--- src/rtl/serial_rx.sv ---
`default_nettype none
//============================================================================
// Module   : serial_rx
// Purpose  : Asynchronous serial frame receiver (1 start bit, DATA_W data
//            bits LSB first, 1 stop bit) with a one-entry output register,
//            valid/ready handshake, framing-error and overrun pulses.
// Revision : 1.0 - initial release
//============================================================================
module serial_rx #(
    parameter int CLKS_PER_BIT = 4,     // even and >= 4
    parameter int DATA_W       = 8
) (
    input  logic              clk,
    input  logic              reset,    // asynchronous, active low
    input  logic              d,
    input  logic              ready,
    output logic [DATA_W-1:0] data,
    output logic              valid,
    output logic              frame_err,
    output logic              overrun
);

    // Counter spans 0..CLKS_PER_BIT-1; bit index spans 0..DATA_W-1.
    localparam int CW = $clog2(CLKS_PER_BIT);
    localparam int BW = (DATA_W > 1) ? $clog2(DATA_W) : 1;

    localparam logic [CW-1:0] c_CNT_LAST = CW'(CLKS_PER_BIT - 1);
    localparam logic [CW-1:0] c_CNT_HALF = CW'(CLKS_PER_BIT / 2 - 1);
    localparam logic [BW-1:0] c_BIT_LAST = BW'(DATA_W - 1);

    typedef enum logic [2:0] {
        S_IDLE      = 3'd0,
        S_START     = 3'd1,
        S_DATA      = 3'd2,
        S_STOP      = 3'd3,
        S_WAIT_IDLE = 3'd4
    } state_t;

    // Synchronizer stages; r_ds is the only view of the line used below.
    logic              r_sync1;
    logic              r_ds;

    state_t            r_state;
    state_t            w_state_nxt;
    logic [CW-1:0]     r_cnt;
    logic [CW-1:0]     w_cnt_nxt;
    logic [BW-1:0]     r_bidx;
    logic [BW-1:0]     w_bidx_nxt;
    logic [DATA_W-1:0] r_shift;

    logic              w_shift_en;   // sample r_ds into r_shift[r_bidx]
    logic              w_good;       // stop bit sampled high
    logic              w_bad;        // stop bit sampled low

    logic [DATA_W-1:0] r_data;
    logic              r_valid;
    logic              r_frame_err;
    logic              r_overrun;

    // Two-flop synchronizer, idle-high reset so release does not look like a start bit.
    always_ff @(posedge clk or negedge reset) begin
        if (!reset) begin
            r_sync1 <= 1'b1;
            r_ds    <= 1'b1;
        end else begin
            r_sync1 <= d;
            r_ds    <= r_sync1;
        end
    end

    // FSM state, cycle counter and bit index registers.
    always_ff @(posedge clk or negedge reset) begin
        if (!reset) begin
            r_state <= S_IDLE;
            r_cnt   <= '0;
            r_bidx  <= '0;
        end else begin
            r_state <= w_state_nxt;
            r_cnt   <= w_cnt_nxt;
            r_bidx  <= w_bidx_nxt;
        end
    end

    // Next-state logic; the counter is cleared on every transition.
    always_comb begin
        w_state_nxt = r_state;
        w_cnt_nxt   = r_cnt;
        w_bidx_nxt  = r_bidx;
        w_shift_en  = 1'b0;
        w_good      = 1'b0;
        w_bad       = 1'b0;

        unique case (r_state)
            S_IDLE: begin
                w_cnt_nxt = '0;
                if (!r_ds) begin
                    w_state_nxt = S_START;
                end
            end

            // Re-check the line half a bit in: a high level means a glitch.
            S_START: begin
                if (r_cnt == c_CNT_HALF) begin
                    w_cnt_nxt = '0;
                    if (r_ds) begin
                        w_state_nxt = S_IDLE;
                    end else begin
                        w_state_nxt = S_DATA;
                        w_bidx_nxt  = '0;
                    end
                end else begin
                    w_cnt_nxt = r_cnt + CW'(1);
                end
            end

            // One sample per bit period, roughly mid-bit thanks to the half-bit start offset.
            S_DATA: begin
                if (r_cnt == c_CNT_LAST) begin
                    w_cnt_nxt  = '0;
                    w_shift_en = 1'b1;
                    if (r_bidx == c_BIT_LAST) begin
                        w_state_nxt = S_STOP;
                        w_bidx_nxt  = '0;
                    end else begin
                        w_bidx_nxt = r_bidx + BW'(1);
                    end
                end else begin
                    w_cnt_nxt = r_cnt + CW'(1);
                end
            end

            S_STOP: begin
                if (r_cnt == c_CNT_LAST) begin
                    w_cnt_nxt = '0;
                    if (r_ds) begin
                        w_good      = 1'b1;
                        w_state_nxt = S_IDLE;
                    end else begin
                        w_bad       = 1'b1;
                        w_state_nxt = S_WAIT_IDLE;
                    end
                end else begin
                    w_cnt_nxt = r_cnt + CW'(1);
                end
            end

            // A broken frame leaves the line low; wait for it to go idle
            // so the low level is not mistaken for a new start bit.
            S_WAIT_IDLE: begin
                w_cnt_nxt = '0;
                if (r_ds) begin
                    w_state_nxt = S_IDLE;
                end
            end

            default: begin
                w_state_nxt = S_IDLE;
                w_cnt_nxt   = '0;
                w_bidx_nxt  = '0;
            end
        endcase
    end

    // Data shift register, filled LSB first at the current bit index.
    always_ff @(posedge clk or negedge reset) begin
        if (!reset) begin
            r_shift <= '0;
        end else if (w_shift_en) begin
            r_shift[r_bidx] <= r_ds;
        end
    end

    // Output register with handshake: a completed frame may replace a byte
    // that is being consumed on the same edge, otherwise it is dropped.
    always_ff @(posedge clk or negedge reset) begin
        if (!reset) begin
            r_data      <= '0;
            r_valid     <= 1'b0;
            r_frame_err <= 1'b0;
            r_overrun   <= 1'b0;
        end else begin
            r_frame_err <= w_bad;
            r_overrun   <= w_good && r_valid && !ready;
            if (w_good && (!r_valid || ready)) begin
                r_data  <= r_shift;
                r_valid <= 1'b1;
            end else if (r_valid && ready) begin
                r_valid <= 1'b0;
            end
        end
    end

    assign data      = r_data;
    assign valid     = r_valid;
    assign frame_err = r_frame_err;
    assign overrun   = r_overrun;

endmodule
`default_nettype wire

--- config.mk ---
export PLATFORM = sky130hd
export DESIGN_NAME = serial_rx
export DESIGN_NICKNAME = d
export VERILOG_FILES = /design/src/rtl/serial_rx.sv
export SDC_FILE = /design/constraint.sdc
export NUM_CORES = 1
export LEC_CHECK = 0
export CORE_MARGIN = 4
export CORE_UTILIZATION = 58
export DETAILED_ROUTE_END_ITERATION = 12
export HOLD_SLACK_MARGIN = 0.1
export PLACE_DENSITY = 0.86
export SYNTH_ARGS = -nofsm -noshare
export SYNTH_HDL_FRONTEND = slang
export SYNTH_SLANG_ARGS = --single-unit
export TNS_END_PERCENT = 30
--- constraint.sdc ---
create_clock -name clk -period 3.7 [get_ports clk]
set_input_delay 0.74 -clock clk [delete_from_list [all_inputs] [get_ports clk]]
set_output_delay 0.74 -clock clk [all_outputs]
set_load 0.05 [all_outputs]
==> summary.md <==
| Metric | Value |
|---|---|
| Clk_skew | `0.00593 ns` |
| Final net count | `approximately 130` |
| Ports | `15` |
| FF-to-FF Start | `r_cnt[0]$_DFF_PN0_` |
| Antenna violations before repair | `0` |
| Clock Latency Late Sink | `between 0.3 and 0.4 ns` |
| Fillers | `162` |
| Clock Path Buffers | `2` |
| Cell count of the worst reg-to-reg path | `4` |
| Hold Crit Start | `r_sync1$_DFF_PN1_` |
| GRT Overall Usage | `between 10% and 20%` |
| Finish-stage setup viols | `0` |
| Netlist cell types | `28` |
| PostCTS Resize Cnt | `0` |
| Dpl hpwl | `1650 microns` |
| GPL Wtd Cong | `0.725` |
| Crit end category | `primary output` |
| R2r setup slk | `1.86 ns` |
| Slew Limit Fails | `0` |
| DR pass1 iterations | `4` |
| RSZ-0062 raised after global routing | `no` |
| Leakage | `approximately 0.00073 uW` |
| Setup Buffers After CTS | `0` |
| Syn Nets | `~110` |
| Clock buffer count from CTS | `5` |
| Initial Utilization | `60.9%` |
| Layout cell share with drive strength beyond 1 | `just under 30%` |
| Hold-fix buffers, CTS | `0` |
| Multi-input gate area | `587 sq um` |
| CTS Sinks | `29` |
| Worst-Margin Slew | `0.503 ns` |
| FF-to-FF End | `data[1]$_DFFE_PN0P_` |
| Fmax | `roughly 0.44 GHz` |
| Reg clk slew, reported paths | `around 0.090 ns` |
| Register area | `roughly 730 sq um` |
| EDFF count, synth | `0` |
| Cell Area, Synth | `~1300 sq um` |
| Primary FF master, synth | `dfrtp_1` |
| Critical-path top delay cell | `clkdlybuf4s50_1` |
| Worst Path Required | `about 3.0 ns` |
| Setup Crit Path Kind | `flip-flop to primary output` |
| WL final | `~2300 microns` |
| Syn Inst Count | `around 100` |
| Number of routed nets with antenna violations | `0` |
| Hold Vio Cnt, Final | `0` |
| Number of global-route vias before repair | `about 850` |
| Drt wl/cell | `roughly 15 microns` |
| I/O Buffers | `14` |
| PwrDens | `around 580 nW/um^2` |
| Die Wd | `56.2 microns` |
| Vias per inst | `around 5.6` |
| Yosys warns | `0` |
| Avg Inst Size Synth | `13.1 sq um` |
| Worst slack, placed | `approximately 1.4 ns` |
| WHS Endpoint | `r_ds$_DFF_PN1_` |
| Outcome | `finished, final reports clean` |
| Most common cell after layout, fill and taps aside | `dfrtp_1` |
| CP top delay family | `buffers and inverters` |
| CP Max Fanout | `2` |
| Die Ht | `56.2 microns` |
| H-tree depth | `2` |
| Seq/Total Area, Yosys | `between 50 and 60%` |
| Flops & latches, synth | `29` |
| Cell taking the most area after synthesis | `dfrtp_1` |
| Drt initial violations | `18` |
| Yosys top cell area share | `approximately 50%` |
| Crit path buf inv count | `1` |
| Rows | `17` |
| Final worst slack | `1.45 ns` |
| Critical Path Source Type | `flip-flop` |
| Max cap viols | `0` |
| CP Data Arrival Time | `1.51 ns` |
| Fin crit share | `between 60% and 70%` |
| Worst vdd rail ir drop | `~0.42 mV` |
| First-pass GRT wire length | `~3900 microns` |
| Antenna diode count | `0` |
| Final routed DRC violation total | `0` |
| CTS tree | `yes` |
| Hold crit path type | `flip-flop to flip-flop` |
| Most frequent cells in the layout | `dfrtp_1, mux2_2, clkdlybuf4s50_1, nor2_1` |
| Final instance area | `1580 sq um` |
| Synth area leaders | `dfrtp_1, mux2_2, ha_1` |
| Synth async-reset ratio | `100%` |
| Critical Path Max Stage Delay | `a little over 0.8 ns` |
| Worst-path cell chain | `clkdlybuf4s50_1` |
| Post-DP Area | `between 1500 and 2000 sq um` |
| Worst hold path cell count | `0` |
| Grt ovf | `0` |
| Core Area | `~2200 sq um` |
| Die area | `~3200 sq um` |
| Vias | `844` |
| Relative slew slack | `roughly two thirds` |
| Tmin final | `~2.2 ns` |
| Root buf cell | `clkbuf_4` |
| TNS Setup | `0 ns` |
| Area grow syn2layout | `17.5%` |
| Largest net degree at the start of global routing | `30` |
==> worst register-to-register path: stages, from the launching register on <==
cell     delay, ns
dfrtp_1       0.44
ha_1          0.33
nand2_1       0.15
nor3b_4       0.41
mux2_2        0.39
==> metal layers <==
layer / track usage, % / vias to the layer above / part of all wire (%)
li1: - / 401 / -
met1: 21.1 / 422 / 45
met2: 24.7 / 14 / 48
met3: 7.19 / 7 / 4.5
met4: 8.14 / 0 / 2.4
met5: 0 / - / 0
==> worst max-delay path by stage <==
stage                        startpoint                  end  slack [ns]  cells after the start
floorplan                         ready  data[0]$_DFFE_PN0P_        2.00                      3
global placement                  ready  data[3]$_DFFE_PN0P_        1.48                      4
detailed placement                ready  data[1]$_DFFE_PN0P_        1.40                      4
CTS                   valid$_DFFE_PN0P_                valid        1.43                      1
global route        data[3]$_DFFE_PN0P_              data[3]        1.39                      1
finish              data[1]$_DFFE_PN0P_              data[1]        1.45                      1
==> Yosys cell counts, drive strengths merged, types with 3 or more instances <==
| cell | n |
|---|---|
| dfrtp | 27 |
| mux2 | 17 |
| nor2 | 7 |
| ha | 6 |
| nand2 | 6 |
| inv | 4 |
| a21oi | 3 |
| a22o | 3 |
| nand3b | 3 |
| nor3 | 3 |
==> logic make-up (layout without fill, tap and decap cells) <==
family	Yosys count	in the layout	synth area share, %
AOI/OAI and AO/OA	8	8	4.74
and+or+nand+nor	34	34	17.4
DFF	29	29	54.0
muxes	18	18	15.9
buffers and inverters	8	27	2.41
adders and majority gates	6	6	5.57
==> power breakdown <==
group	switching [uW]	total (uW)	internal (uW)	leakage (uW)
registers	91.0	459	368	0.000388
logic	121	242	122	0.000305
clock network	112	222	110	0.0000413
==> sequential cells by signal (all words and copies together) (netlist names) <==
register and flops:
overrun 1, r_ds 1, r_shift 8, r_bidx 3
data 8, frame_err 1, r_sync1 1, valid 1
r_cnt 2, r_state 3
==> through the flow <==
step,utilization [%],power [uW],instances,hold slack (ns)
finish,71.5,924,150,0.361
global route,71.5,983,150,0.364
CTS,71.5,934,150,0.361
detailed placement,68.4,710,142,0.348
global placement,68.4,689,142,0.346
floorplan,-,641,103,0.345
==> area by class of cell <==
| cell class | count | share of cell area [%] |
|---|---|---|
| sequential | 29 | 46.0 |
| clock inverter | 1 | 0.316 |
| tap | 28 | 2.21 |
| timing repair buffer | 15 | 9.33 |
| inverter | 4 | 0.949 |
| multi-input combinational | 66 | 37.1 |
| clock buffer | 7 | 4.11 |
Note: power is estimated with default switching activity, not from simulation.
